### config.mk
export PLATFORM = sky130hd
export DESIGN_NAME = key_scan_ctrl_flat
export DESIGN_NICKNAME = d
export VERILOG_FILES = /design/src/rtl/key_scan_ctrl_pkg.sv /design/src/rtl/key_scan_ctrl_if.sv /design/src/rtl/key_scan_ctrl_evt_fifo.sv /design/src/rtl/key_scan_ctrl.sv /design/src/flat_wrapper.sv
export SDC_FILE = /design/constraint.sdc
export NUM_CORES = 1
export LEC_CHECK = 0
export CAP_MARGIN = 10
export CORE_AREA = 2 2 89 134
export DETAILED_ROUTE_END_ITERATION = 16
export DIE_AREA = 0 0 91 136
export PLACE_DENSITY = 0.72
export SLEW_MARGIN = 5
export SYNTH_ARGS = -nofsm -noshare
export SYNTH_HDL_FRONTEND = slang
export SYNTH_SLANG_ARGS = --single-unit
### constraint.sdc
create_clock -name clk -period 5.7 [get_ports clk]
set_clock_uncertainty 0.1 [all_clocks]
set_input_delay 1.71 -clock clk [delete_from_list [all_inputs] [get_ports clk]]
set_output_delay 1.71 -clock clk [all_outputs]
set_load 0.03 [all_outputs]
### src/rtl/key_scan_ctrl_pkg.sv
// key_scan_pkg: shared types and helpers for the key scan controller.
//   key_evt_t  : one queued key event {code, press}
//   KEY_CODE_W : width of the key index carried in an event
//   sat_step   : one saturating integrator step (up on 1, down on 0)
package key_scan_pkg;

   localparam int KEY_CODE_W = 4;

   typedef struct packed {
      logic [KEY_CODE_W-1:0] code;
      logic                  press;
   } key_evt_t;

   // Integrator update: count up toward cnt_max while the key reads 1,
   // down toward 0 while it reads 0, never wrapping.
   function automatic int unsigned sat_step(input int unsigned cnt,
                                            input logic        up,
                                            input int unsigned cnt_max);
      if (up) return (cnt >= cnt_max) ? cnt_max : cnt + 32'd1;
      else    return (cnt == 32'd0)   ? 32'd0   : cnt - 32'd1;
   endfunction

endpackage

### src/rtl/key_scan_ctrl_if.sv
// key_scan_ctrl_if: key event handshake between the scan controller and
// the consuming CPU side.
//   evt_valid : event available at the head of the queue
//   evt_ready : consumer accepts the head event
//   evt_code  : key index of the head event
//   evt_press : 1 = press, 0 = release
// master = event producer (key_scan_ctrl), slave = event consumer.
interface key_scan_ctrl_if;
   import key_scan_pkg::*;

   logic                  evt_valid;
   logic                  evt_ready;
   logic [KEY_CODE_W-1:0] evt_code;
   logic                  evt_press;

   modport master (output evt_valid, output evt_code, output evt_press,
                   input  evt_ready);
   modport slave  (input  evt_valid, input  evt_code, input  evt_press,
                   output evt_ready);
endinterface

### src/rtl/key_scan_ctrl_evt_fifo.sv
// key_evt_fifo: small event queue with sticky overflow flag.
//   clk, rst    : clock, asynchronous active-low reset
//   i_push/i_din: enqueue an event
//   i_pop       : consumer accepts head (ignored while empty)
//   o_dout      : head entry, read straight from storage (0 when empty)
//   o_valid     : queue non-empty
//   i_ovf_clr   : clears o_ovf (a same-cycle overflow wins)
//   o_ovf       : sticky, set when a push hits a full queue with no pop
// DEPTH must be a power of two, at least 2.
module key_evt_fifo #(
   parameter int DEPTH = 4,
   parameter int W     = 5
) (
   input  logic         clk,
   input  logic         rst,
   input  logic         i_push,
   input  logic [W-1:0] i_din,
   input  logic         i_pop,
   output logic [W-1:0] o_dout,
   output logic         o_valid,
   input  logic         i_ovf_clr,
   output logic         o_ovf
);
   localparam int AW = $clog2(DEPTH);

   // Pointers carry one extra wrap bit so full and empty are distinct.
   logic [AW:0]  r_wr;
   logic [AW:0]  r_rd;
   logic         r_ovf;
   logic [W-1:0] r_mem [DEPTH];

   logic w_empty;
   logic w_full;
   logic w_pop;
   logic w_wr_en;
   logic w_drop;

   assign w_empty = (r_wr == r_rd);
   assign w_full  = (r_wr[AW] != r_rd[AW]) && (r_wr[AW-1:0] == r_rd[AW-1:0]);
   assign w_pop   = i_pop & ~w_empty;
   // A pop in the same cycle frees the slot the push lands in.
   assign w_wr_en = i_push & (~w_full | w_pop);
   assign w_drop  = i_push & w_full & ~w_pop;

   always_ff @(posedge clk or negedge rst) begin
      if (!rst) begin
         r_wr  <= '0;
         r_rd  <= '0;
         r_ovf <= 1'b0;
      end else begin
         if (w_wr_en) r_wr <= r_wr + (AW+1)'(1);
         if (w_pop)   r_rd <= r_rd + (AW+1)'(1);
         if (w_drop)         r_ovf <= 1'b1;
         else if (i_ovf_clr) r_ovf <= 1'b0;
      end
   end

   always_ff @(posedge clk) begin
      if (w_wr_en) r_mem[r_wr[AW-1:0]] <= i_din;
   end

   assign o_dout  = w_empty ? '0 : r_mem[r_rd[AW-1:0]];
   assign o_valid = ~w_empty;
   assign o_ovf   = r_ovf;

endmodule

### src/rtl/key_scan_ctrl.sv
// key_scan_ctrl: time-multiplexed debouncer for NKEYS push-buttons.
// One shared integrator update per scan tick, keys serviced round-robin;
// debounced level changes are queued as events for the CPU.
//   clk, rst  : clock, asynchronous active-low reset
//   keys_in   : raw asynchronous key levels (1 = pressed)
//   key_state : debounced level per key
//   evt       : event handshake (key_scan_ctrl_if.master)
//   ovf       : sticky event-queue overflow flag
//   ovf_clr   : clears ovf
// Build option KEY_SCAN_RELEASE_EN: when defined, release events are
// queued too; otherwise only presses are queued, evt_press is tied to 1
// and queue entries hold just the key code.
module key_scan_ctrl
   import key_scan_pkg::*;
#(
   parameter int NKEYS      = 8,
   parameter int CNT_W      = 6,
   parameter int HI_TH      = 48,
   parameter int LO_TH      = 16,
   parameter int SCAN_DIV   = 256,
   parameter int FIFO_DEPTH = 4
) (
   input  logic                  clk,
   input  logic                  rst,
   input  logic [NKEYS-1:0]      keys_in,
   output logic [NKEYS-1:0]      key_state,
   key_scan_ctrl_if.master       evt,
   output logic                  ovf,
   input  logic                  ovf_clr
);
   localparam int          PRE_W   = $clog2(SCAN_DIV);
   localparam int          PTR_W   = $clog2(NKEYS);
   localparam int unsigned CNT_MAX = (1 << CNT_W) - 1;
   localparam logic [CNT_W-1:0] HI_C = CNT_W'(HI_TH);
   localparam logic [CNT_W-1:0] LO_C = CNT_W'(LO_TH);

   logic [NKEYS-1:0] r_sync1;
   logic [NKEYS-1:0] r_sync2;
   logic [NKEYS-1:0] r_state;
   logic [PRE_W-1:0] r_pre;
   logic [PTR_W-1:0] r_ptr;
   logic [CNT_W-1:0] r_cnt [NKEYS];

   logic             w_tick;
   logic             w_sample;
   logic             w_cur_st;
   logic             w_rise;
   logic             w_fall;
   logic             w_push;
   logic [CNT_W-1:0] w_cnt_new;

   assign w_tick    = (r_pre == PRE_W'(SCAN_DIV-1));
   assign w_sample  = r_sync2[r_ptr];
   assign w_cur_st  = r_state[r_ptr];
   assign w_cnt_new = CNT_W'(sat_step(32'(r_cnt[r_ptr]), w_sample, CNT_MAX));
   // Hysteresis: decisions use the post-update count of the serviced key.
   assign w_rise    = ~w_cur_st & (w_cnt_new >= HI_C);
   assign w_fall    =  w_cur_st & (w_cnt_new <  LO_C);

   always_ff @(posedge clk or negedge rst) begin
      if (!rst) begin
         r_sync1 <= '0;
         r_sync2 <= '0;
         r_state <= '0;
         r_pre   <= '0;
         r_ptr   <= '0;
         for (int k = 0; k < NKEYS; k++) r_cnt[k] <= '0;
      end else begin
         r_sync1 <= keys_in;
         r_sync2 <= r_sync1;
         if (w_tick) begin
            r_pre        <= '0;
            r_ptr        <= (r_ptr == PTR_W'(NKEYS-1)) ? '0 : r_ptr + PTR_W'(1);
            r_cnt[r_ptr] <= w_cnt_new;
            if (w_rise)      r_state[r_ptr] <= 1'b1;
            else if (w_fall) r_state[r_ptr] <= 1'b0;
         end else begin
            r_pre <= r_pre + PRE_W'(1);
         end
      end
   end

   assign key_state = r_state;

`ifdef KEY_SCAN_RELEASE_EN
   localparam int EVT_W = KEY_CODE_W + 1;
   key_evt_t w_din;
   key_evt_t w_dout;

   assign w_push        = w_tick & (w_rise | w_fall);
   assign w_din         = {KEY_CODE_W'(r_ptr), w_rise};
   assign evt.evt_code  = w_dout.code;
   assign evt.evt_press = w_dout.press;
`else
   localparam int EVT_W = KEY_CODE_W;
   logic [EVT_W-1:0] w_din;
   logic [EVT_W-1:0] w_dout;

   // Releases still clear key_state above but are never queued.
   assign w_push        = w_tick & w_rise;
   assign w_din         = KEY_CODE_W'(r_ptr);
   assign evt.evt_code  = w_dout;
   assign evt.evt_press = 1'b1;
`endif

   // Event is written on the same edge that registers key_state.
   key_evt_fifo #(
      .DEPTH (FIFO_DEPTH),
      .W     (EVT_W)
   ) u_fifo (
      .clk       (clk),
      .rst       (rst),
      .i_push    (w_push),
      .i_din     (w_din),
      .i_pop     (evt.evt_ready),
      .o_dout    (w_dout),
      .o_valid   (evt.evt_valid),
      .i_ovf_clr (ovf_clr),
      .o_ovf     (ovf)
   );

endmodule

### src/flat_wrapper.sv
// flat-port wrapper written by rule: the top's interface ports become plain ports
module key_scan_ctrl_flat import key_scan_pkg::*;
#(
   parameter int NKEYS      = 8,
   parameter int CNT_W      = 6,
   parameter int HI_TH      = 48,
   parameter int LO_TH      = 16,
   parameter int SCAN_DIV   = 256,
   parameter int FIFO_DEPTH = 4
)
  (clk, rst, keys_in, key_state, ovf, ovf_clr, evt_evt_valid, evt_evt_code, evt_evt_press, evt_evt_ready);
  key_scan_ctrl_if evt_i ();
  input  logic clk;
  input  logic rst;
  input  logic [NKEYS-1:0] keys_in;
  output logic [NKEYS-1:0] key_state;
  output logic ovf;
  input  logic ovf_clr;
  output wire logic [$bits(evt_i.evt_valid)-1:0] evt_evt_valid;
  output wire logic [$bits(evt_i.evt_code)-1:0] evt_evt_code;
  output wire logic [$bits(evt_i.evt_press)-1:0] evt_evt_press;
  input wire logic [$bits(evt_i.evt_ready)-1:0] evt_evt_ready;
  assign evt_evt_valid = evt_i.evt_valid;
  assign evt_evt_code = evt_i.evt_code;
  assign evt_evt_press = evt_i.evt_press;
  assign evt_i.evt_ready = evt_evt_ready;
  key_scan_ctrl #(.NKEYS(NKEYS), .CNT_W(CNT_W), .HI_TH(HI_TH), .LO_TH(LO_TH), .SCAN_DIV(SCAN_DIV), .FIFO_DEPTH(FIFO_DEPTH)) u_core (.clk(clk), .rst(rst), .keys_in(keys_in), .key_state(key_state), .evt(evt_i), .ovf(ovf), .ovf_clr(ovf_clr));
endmodule
==> results.md, run 1 <==
- Primary FF master, synth: dfrtp_1
- Syn Area/Cell: around 12 um2
- DPL Wire Length: ~7500 um
- Area Overhead vs Synth: 12.5%
- Critical Path RT: between 5000 and 6000 ps
- Wire per inst: ~17 um
- Power density cells: ~240 nW/um2
- Slew Viols, Final: 0
- Fin crit share: 0.736
- Boundary pin count: 27
- Leakage: 2.44 nW
- Hold_buf cts: 0
- Critical path launch point: u_core.r_ptr[1]
- Number of enable flip-flop cells after synthesis: 12
- Post-synthesis compound-gate area fraction: 0.101
- P_int: 1.05 mW
- Design Power: between 1 and 1.5 mW
- Clock transition at path regs: ~70 ps
- Drt first-iter violations: approximately 340
- Cells after Synth: roughly 420
- Crit path capture type: register
- GRT Util Overall: 0.178
- Final wirelength: 10400 um
- Post-CTS setup buffers: 0
- Average vias per placed instance: between 5 and 6
- Worst Path Arrival: a little over 4000 ps
- Post-Syn Area: between 4000 and 5000 um2
- Worst Hold Class: register to register
- Root Buffer: clkbuf_16
- Crit path launch type: register
- Net Count, Synth: 446
- Global-route wire length before repair: approximately 17000 um
- Final Hold Fails: 0
- Multi-input gate area: roughly 2100 um2
- Unique masters post-synth: 59
- Adder-cell share of the synthesized area: 0.0279
- Max_cap viols: 0
- Htree depth: 3
- CTS Buf Count: 9
- Reg area: roughly 2600 um2
- Area of the core: between 10000 and 15000 um2
- Total die area: ~12000 um2
- Initial Utilization: 0.437
- Grt ovf: 0
- Vias in the first global route: ~3.4k
- Post-synth top cells: dfrtp_1 (90), nand2_1 (65), o21ai_0 (24), mux2_2 (23), nor2_1 (21)
- DIE HEIGHT: between 100 and 150 um
- Sequential-to-total area share from yosys stat: 0.529
- Largest area contributor in the netlist: dfrtp_1
- Reg power frac: 0.545
- Fmax achieved: ~0.24 GHz
- Synth Warn #: 0
- Crit-path max FO: 26
- Synth Area in Simple Gates: 0.131
- Main area contributors after synthesis: dfrtp_1 (46%), edfxtp_1 (7.3%), mux4_2 (7.3%)
- CTS tree: built
- Number of endpoints failing setup at the final stage: 0
- Most common cell in the synthesized netlist: dfrtp_1
- Largest net degree at the start of global routing: just over 50
- Share of layout cells above drive strength 1: 0.177
- RSZ-0062 raised after global routing: false
- Largest family of logic cells by synthesized area: multiplexers
- Initial antenna violation count: 0
- Switch Pwr: 305 uW
- Synth async-reset ratio: 0.882
- Worst skew pair latency: ~350 ps
- Total vias in the final route: between 3k and 4k
- Layout Cells excl Fill: 596
- Critical path class: register to register
- #FFs+latches synth: roughly 100
- DR pass1 iterations: 4
- N_diodes: 0
- Post-CTS Resized: 0
- ANT nets after route: 0
- Multiplexer share of the synthesized area: 0.145
- Clock group share of total power: 0.434
- Bufs on Longest Clock Path: 2
- Detailed-route DRC error count: 0
- Reg2reg start: u_core.r_ptr[1]
- Die X: around 91 um
- Outcome: completed
- Setup Total Neg Slack: 0 ps
- Hold Startpoint: u_core.r_sync1[5]
- Placement Rows: between 40 and 50
- Worst VDD drop: about 0.00014 V
- Max-Slew Margin vs Limit: 0.369
- DP Cell Count: 580
- Placer Congestion: between 0.9 and 1
- Yosys top cell area share: 0.456
- Worst-Margin Slew: 941 ps
- Nets@finish: 464
- Final Critical Period: between 4000 and 5000 ps
- Post-synthesis xor/xnor area fraction: 0.0213
- Switching share of total power: 0.224
- Fillers: 1029
- CTS sink cnt: about 100
- Port-buffer cells: 24
- Combinational power share: 0.022
## flip-flops by register name, summed over array words and instances, names as in the netlist, named ones only
signal	flops
u_core.u_fifo.r_wr	3
u_core.r_sync2	8
u_core.r_pre	8
u_core.r_cnt	48
u_core.r_ptr	3
u_core.r_sync1	8
u_core.u_fifo.r_rd	3
u_core.u_fifo.o_ovf	1
u_core.u_fifo.r_mem	12
## placed cells by master (no fill, tap or decap), types with 2 or more instances in the layout
master / count
nor2b_1: 2
a22oi_1: 8
a21oi_1: 8
conb_1: 2
nor3_1: 8
clkdlybuf4s50_1: 23
nand3_1: 15
inv_2: 2
o211ai_2: 2
xor2_1: 2
and2_1: 7
nor2_1: 21
inv_1: 17
o21ai_0: 24
a31oi_1: 3
inv_8: 2
mux2_2: 23
inv_6: 2
xnor2_1: 10
or2_2: 2
nand4_1: 2
ha_1: 11
mux4_2: 16
nand2b_1: 4
clkbuf_16: 9
nand2_1: 65
clkinvlp_4: 2
o2111ai_1: 7
mux2i_1: 5
buf_4: 6
edfxtp_1: 12
dfrtp_1: 90
o22ai_1: 4
## area by class of cell
class,count,share of cell area
Sequential cell,102,0.470
Multi-Input combinational cell,280,0.381
Timing Repair Buffer,29,0.0496
Clock buffer,9,0.0406
Tap cell,150,0.0338
Inverter,19,0.0128
Clock inverter,7,0.0115
## logic make-up after synthesis
kind of cell / Yosys count
DFF: 102
adders and majority gates: 11
other: 2
and+or+nand+nor: 137
xor gates and xnor gates: 12
muxes: 47
AOI/OAI and AO/OA: 71
buffers and inverters: 41
## path summary, 6_finish.rpt
path,depth (start not counted),slack (ps),endpoint
setup / recovery,8,1500,u_core.u_fifo.r_mem[2][0]
hold / removal,0,250,u_core.r_sync2[5]
setup reg to reg,8,1500,u_core.u_fifo.r_mem[2][0]
hold reg to reg,0,250,u_core.r_sync2[5]
max in group asynchronous,2,3260,u_core.r_sync1[7]
min in group asynchronous,1,1220,u_core.r_cnt[24]
## per-layer routing
metal / GRT usage / routed length (um)
met3: 0.0344 / 465
met2: 0.303 / 5500
met1: 0.216 / 4080
met4: 0.0918 / 332
met5: 0 / 0
## power by group through the flow
stage          clock [mW]  combinational (mW)  sequential [mW]
3_5_place_dp            0              0.0304            0.755
5_1_grt             0.626              0.0339            0.741
2_1_floorplan           0             0.00860            0.755
4_1_cts             0.604              0.0306            0.741
3_3_place_gp            0              0.0298            0.755
6_report            0.590              0.0297            0.741
## stage by stage
| step | hold WS [ps] | instance area, um2 | setup slack, ps | utilization |
|---|---|---|---|---|
| finish | 249 | 5550 | 1500 | 0.492 |
| global route | 255 | 5550 | 1050 | 0.492 |
| detailed placement | 235 | 5260 | 1490 | 0.466 |
| floorplan | 231 | 4940 | 2390 | - |
| global placement | 235 | 5260 | 1640 | 0.466 |
| CTS | 252 | 5550 | 1490 | 0.492 |
## worst max-delay path, cell delays in order, from the launching register on
cell and delay [ps]:
dfrtp_1 760, buf_4 420, mux4_2 350, mux2i_1 640, or3_1 200, nor3_1 60
o211ai_2 730, o211ai_2 310, nor2_1 290
Note: power is estimated with default switching activity, not from simulation.
==> run 2: changes to the inputs <==
--- a/config.mk
+++ b/config.mk
@@ -9,7 +9,7 @@
 export CORE_AREA = 2 2 89 134
 export DETAILED_ROUTE_END_ITERATION = 16
 export DIE_AREA = 0 0 91 136
-export PLACE_DENSITY = 0.72
+export PLACE_DENSITY = 0.74
 export SLEW_MARGIN = 5
 export SYNTH_ARGS = -nofsm -noshare
 export SYNTH_HDL_FRONTEND = slang
==> constraint.sdc (replaced) <==
create_clock -name clk -period 3.66 [get_ports clk]
set_clock_uncertainty 0.1 [all_clocks]
set_input_delay 1.098 -clock clk [delete_from_list [all_inputs] [get_ports clk]]
set_output_delay 1.098 -clock clk [all_outputs]
set_load 0.03 [all_outputs]
==> results.md, run 2 (synthesis results as in run 1) <==
- Max_cap viols: 0 (unchanged)
- Boundary pin count: 27 (unchanged)
- Max reg flops: 48 (unchanged)
- Clock group share of total power: 0.444 (+0.010)
- CTS sink cnt: 102 (unchanged)
- GRT Util Overall: 0.179 (+0.000405)
- Slew Viols, Final: 0 (unchanged)
- DPL Wire Length: 7690 um (+2.4%)
- Reg power frac: 0.533 (-0.012)
- Crit path launch type: register
- Critical path class: register to register
- Power density cells: 379 nW/um2 (+55%)
- Commonest cells after routing, fill and taps aside: dfrtp_1 (89), nand2_1 (65), o21ai_0 (24), mux2_2 (23), clkdlybuf4s50_1 (23)
- Placement Rows: 48 (unchanged)
- Initial Utilization: 0.437 (unchanged)
- Hold_buf cts: 0 (unchanged)
- Wire per inst: 17.0 um (-2.5%)
- RSZ-0062 raised after global routing: false
- Total die area: 12400 um2 (unchanged)
- Placer Congestion: 0.876 (-5.5%)
- Critical-path top delay cell: dfrtp_1
- Die X: 91 um (unchanged)
- Buf/Inv on CP: 1 (unchanged)
- Post-CTS setup buffers: 0 (unchanged)
- Final Hold Fails: 0 (unchanged)
- Combinational power share: 0.022 (about the same)
- Nets@finish: 481 (+3.7%)
- Layout Cells excl Fill: 613 (+2.9%)
- Global-route wire length before repair: 17200 um (+0.25%)
- Post-CTS Resized: 0 (unchanged)
- Number of endpoints failing setup at the final stage: 0 (unchanged)
- Met2 GRT Util: 0.316 (+0.0132)
- Final wirelength: 10400 um (+0.25%)
- P_int: 1.66 mW (+57%)
- Worst path cell trace: buf_4, mux4_2, mux2i_2, nand3_1, or4_4, o211a_2, nor4_4, a22oi_1
- Largest net degree at the start of global routing: 91 (+78%)
- CP peak stage delay: 620 ps (-140 ps)
- Final Critical Period: 3410 ps (-785 ps)
- DIE HEIGHT: 136 um (unchanged)
- Bufs on Longest Clock Path: 2 (unchanged)
- Vias in the first global route: 3384 (+0.68%)
- Fin crit share: 0.932 (+0.196)
- Final core utilization: 0.506 (+0.0139)
- CTS Buf Count: 9 (unchanged)
- Setup Total Neg Slack: 0 ps (unchanged)
- Grt ovf: 0 (unchanged)
- Average vias per placed instance: 5.46 (-0.60%)
- Worst VDD drop: 0.000235 V (+65%)
- Crit path capture type: register
- Initial antenna violation count: 0 (unchanged)
- Worst Path Arrival: 3510 ps (-620 ps)
- Reg area: 2610 um2 (about the same)
- Htree depth: 3 (unchanged)
- Fmax achieved: 0.293 GHz (+23%)
- Commonest non-fill, non-tap cell in the layout: dfrtp_1
- ANT nets after route: 0 (unchanged)
- Worst Hold Class: register to register
- Biggest register: u_core.r_cnt
- Share of layout cells above drive strength 1: 0.207 (+0.0302)
- N_diodes: 0 (unchanged)
- Switch Pwr: 502 uW (+65%)
- Most crowded layer after global routing: met2
- Leakage: 2.54 nW (+4.2%)
- DR pass1 iterations: 4 (unchanged)
- Fillers: 1047 (+1.7%)
- CP delay by family, top: simple AND/OR/NAND/NOR gates
- Tightest hold margin: 251 ps (+1.30 ps)
- CTS tree: built
- Worst skew pair latency: 350 ps (about the same)
- Met3 usage: 0.0322 (-0.00222)
- Outcome: completed
- Total vias in the final route: 3346 (+2.2%)
- Post-route cell area: 5710 um2 (+2.8%)
- Max-Slew Margin vs Limit: 0.326 (-0.0431)
- Worst-Margin Slew: 1000 ps (+62.6 ps)
- Drt first-iter violations: 240 (-28%)
- Clock transition at path regs: 80 ps (about the same)
- Multi-input gate area: 2110 um2 (-0.24%)
- Area of the core: 11300 um2 (unchanged)
- Switching share of total power: 0.232 (+0.00794)
- Root Buffer: clkbuf_16
- Grt met1 use: 0.211 (-0.00475)
- Placed cell area: 5400 um2 (+2.6%)
- Detailed-route DRC error count: 0 (unchanged)
- Port-buffer cells: 24 (unchanged)
- Crit-path max FO: 12 (-54%)
- Area Overhead vs Synth: 15.6%
- Critical Path RT: 3750 ps (-1880 ps)
- DP Cell Count: 597 (+2.9%)
## run 2: final timing paths
path	from	to	slack, ps	depth (start not counted)
max	u_core.r_ptr[1]	register	250	8
min	u_core.r_sync1[1]	u_core.r_sync2[1]	250	0
max reg2reg	u_core.r_ptr[1]	register	250	8
min reg2reg	u_core.r_sync1[1]	u_core.r_sync2[1]	250	0
max in group asynchronous	rst	u_core.u_fifo.o_ovf	2400	2
min in group asynchronous	rst	u_core.r_cnt[21]	680	2
## run 2: power groups by stage
stage          logic (mW)  clock network (mW)  registers, mW
4_1_cts            0.0501               0.978           1.15
3_5_place_dp       0.0500                   0           1.18
6_report           0.0485               0.960           1.15
3_3_place_gp       0.0490                   0           1.18
2_1_floorplan      0.0134                   0           1.18
5_1_grt            0.0551                1.03           1.15
## run 2: worst register-to-register path: cells and delay by family, from the launching register on
kind | cells | cell delay, ps
multiplexers | 2 | 760
flip-flops | 1 | 620
AND/OR/NAND/NOR | 3 | 1110
AO/OA/AOI/OAI | 2 | 420
buffers and inverters | 1 | 240
## run 2: area by class of cell
| cell class | count | area share |
|---|---|---|
| sequential | 102 | 0.458 |
| inverter | 19 | 0.0125 |
| clock buffer | 9 | 0.0394 |
| tap | 150 | 0.0329 |
| multi-input combinational | 280 | 0.370 |
| timing repair buffer | 46 | 0.0728 |
| clock inverter | 7 | 0.0147 |
## run 2: metrics by stage
step           worst slack (ps)  total power, mW
3_5_place_dp                189             1.23
2_1_floorplan               643             1.19
6_report                    249             2.16
4_1_cts                     175             2.18
3_3_place_gp                309             1.22
5_1_grt                    38.8             2.24
## run 2: metal layers
| layer | vias to the layer above | share of wire |
|---|---|---|
| li1 | 1575 | - |
| met1 | 1668 | 0.40 |
| met2 | 78 | 0.53 |
| met3 | 25 | 0.038 |
| met4 | 0 | 0.034 |
| met5 | - | 0 |
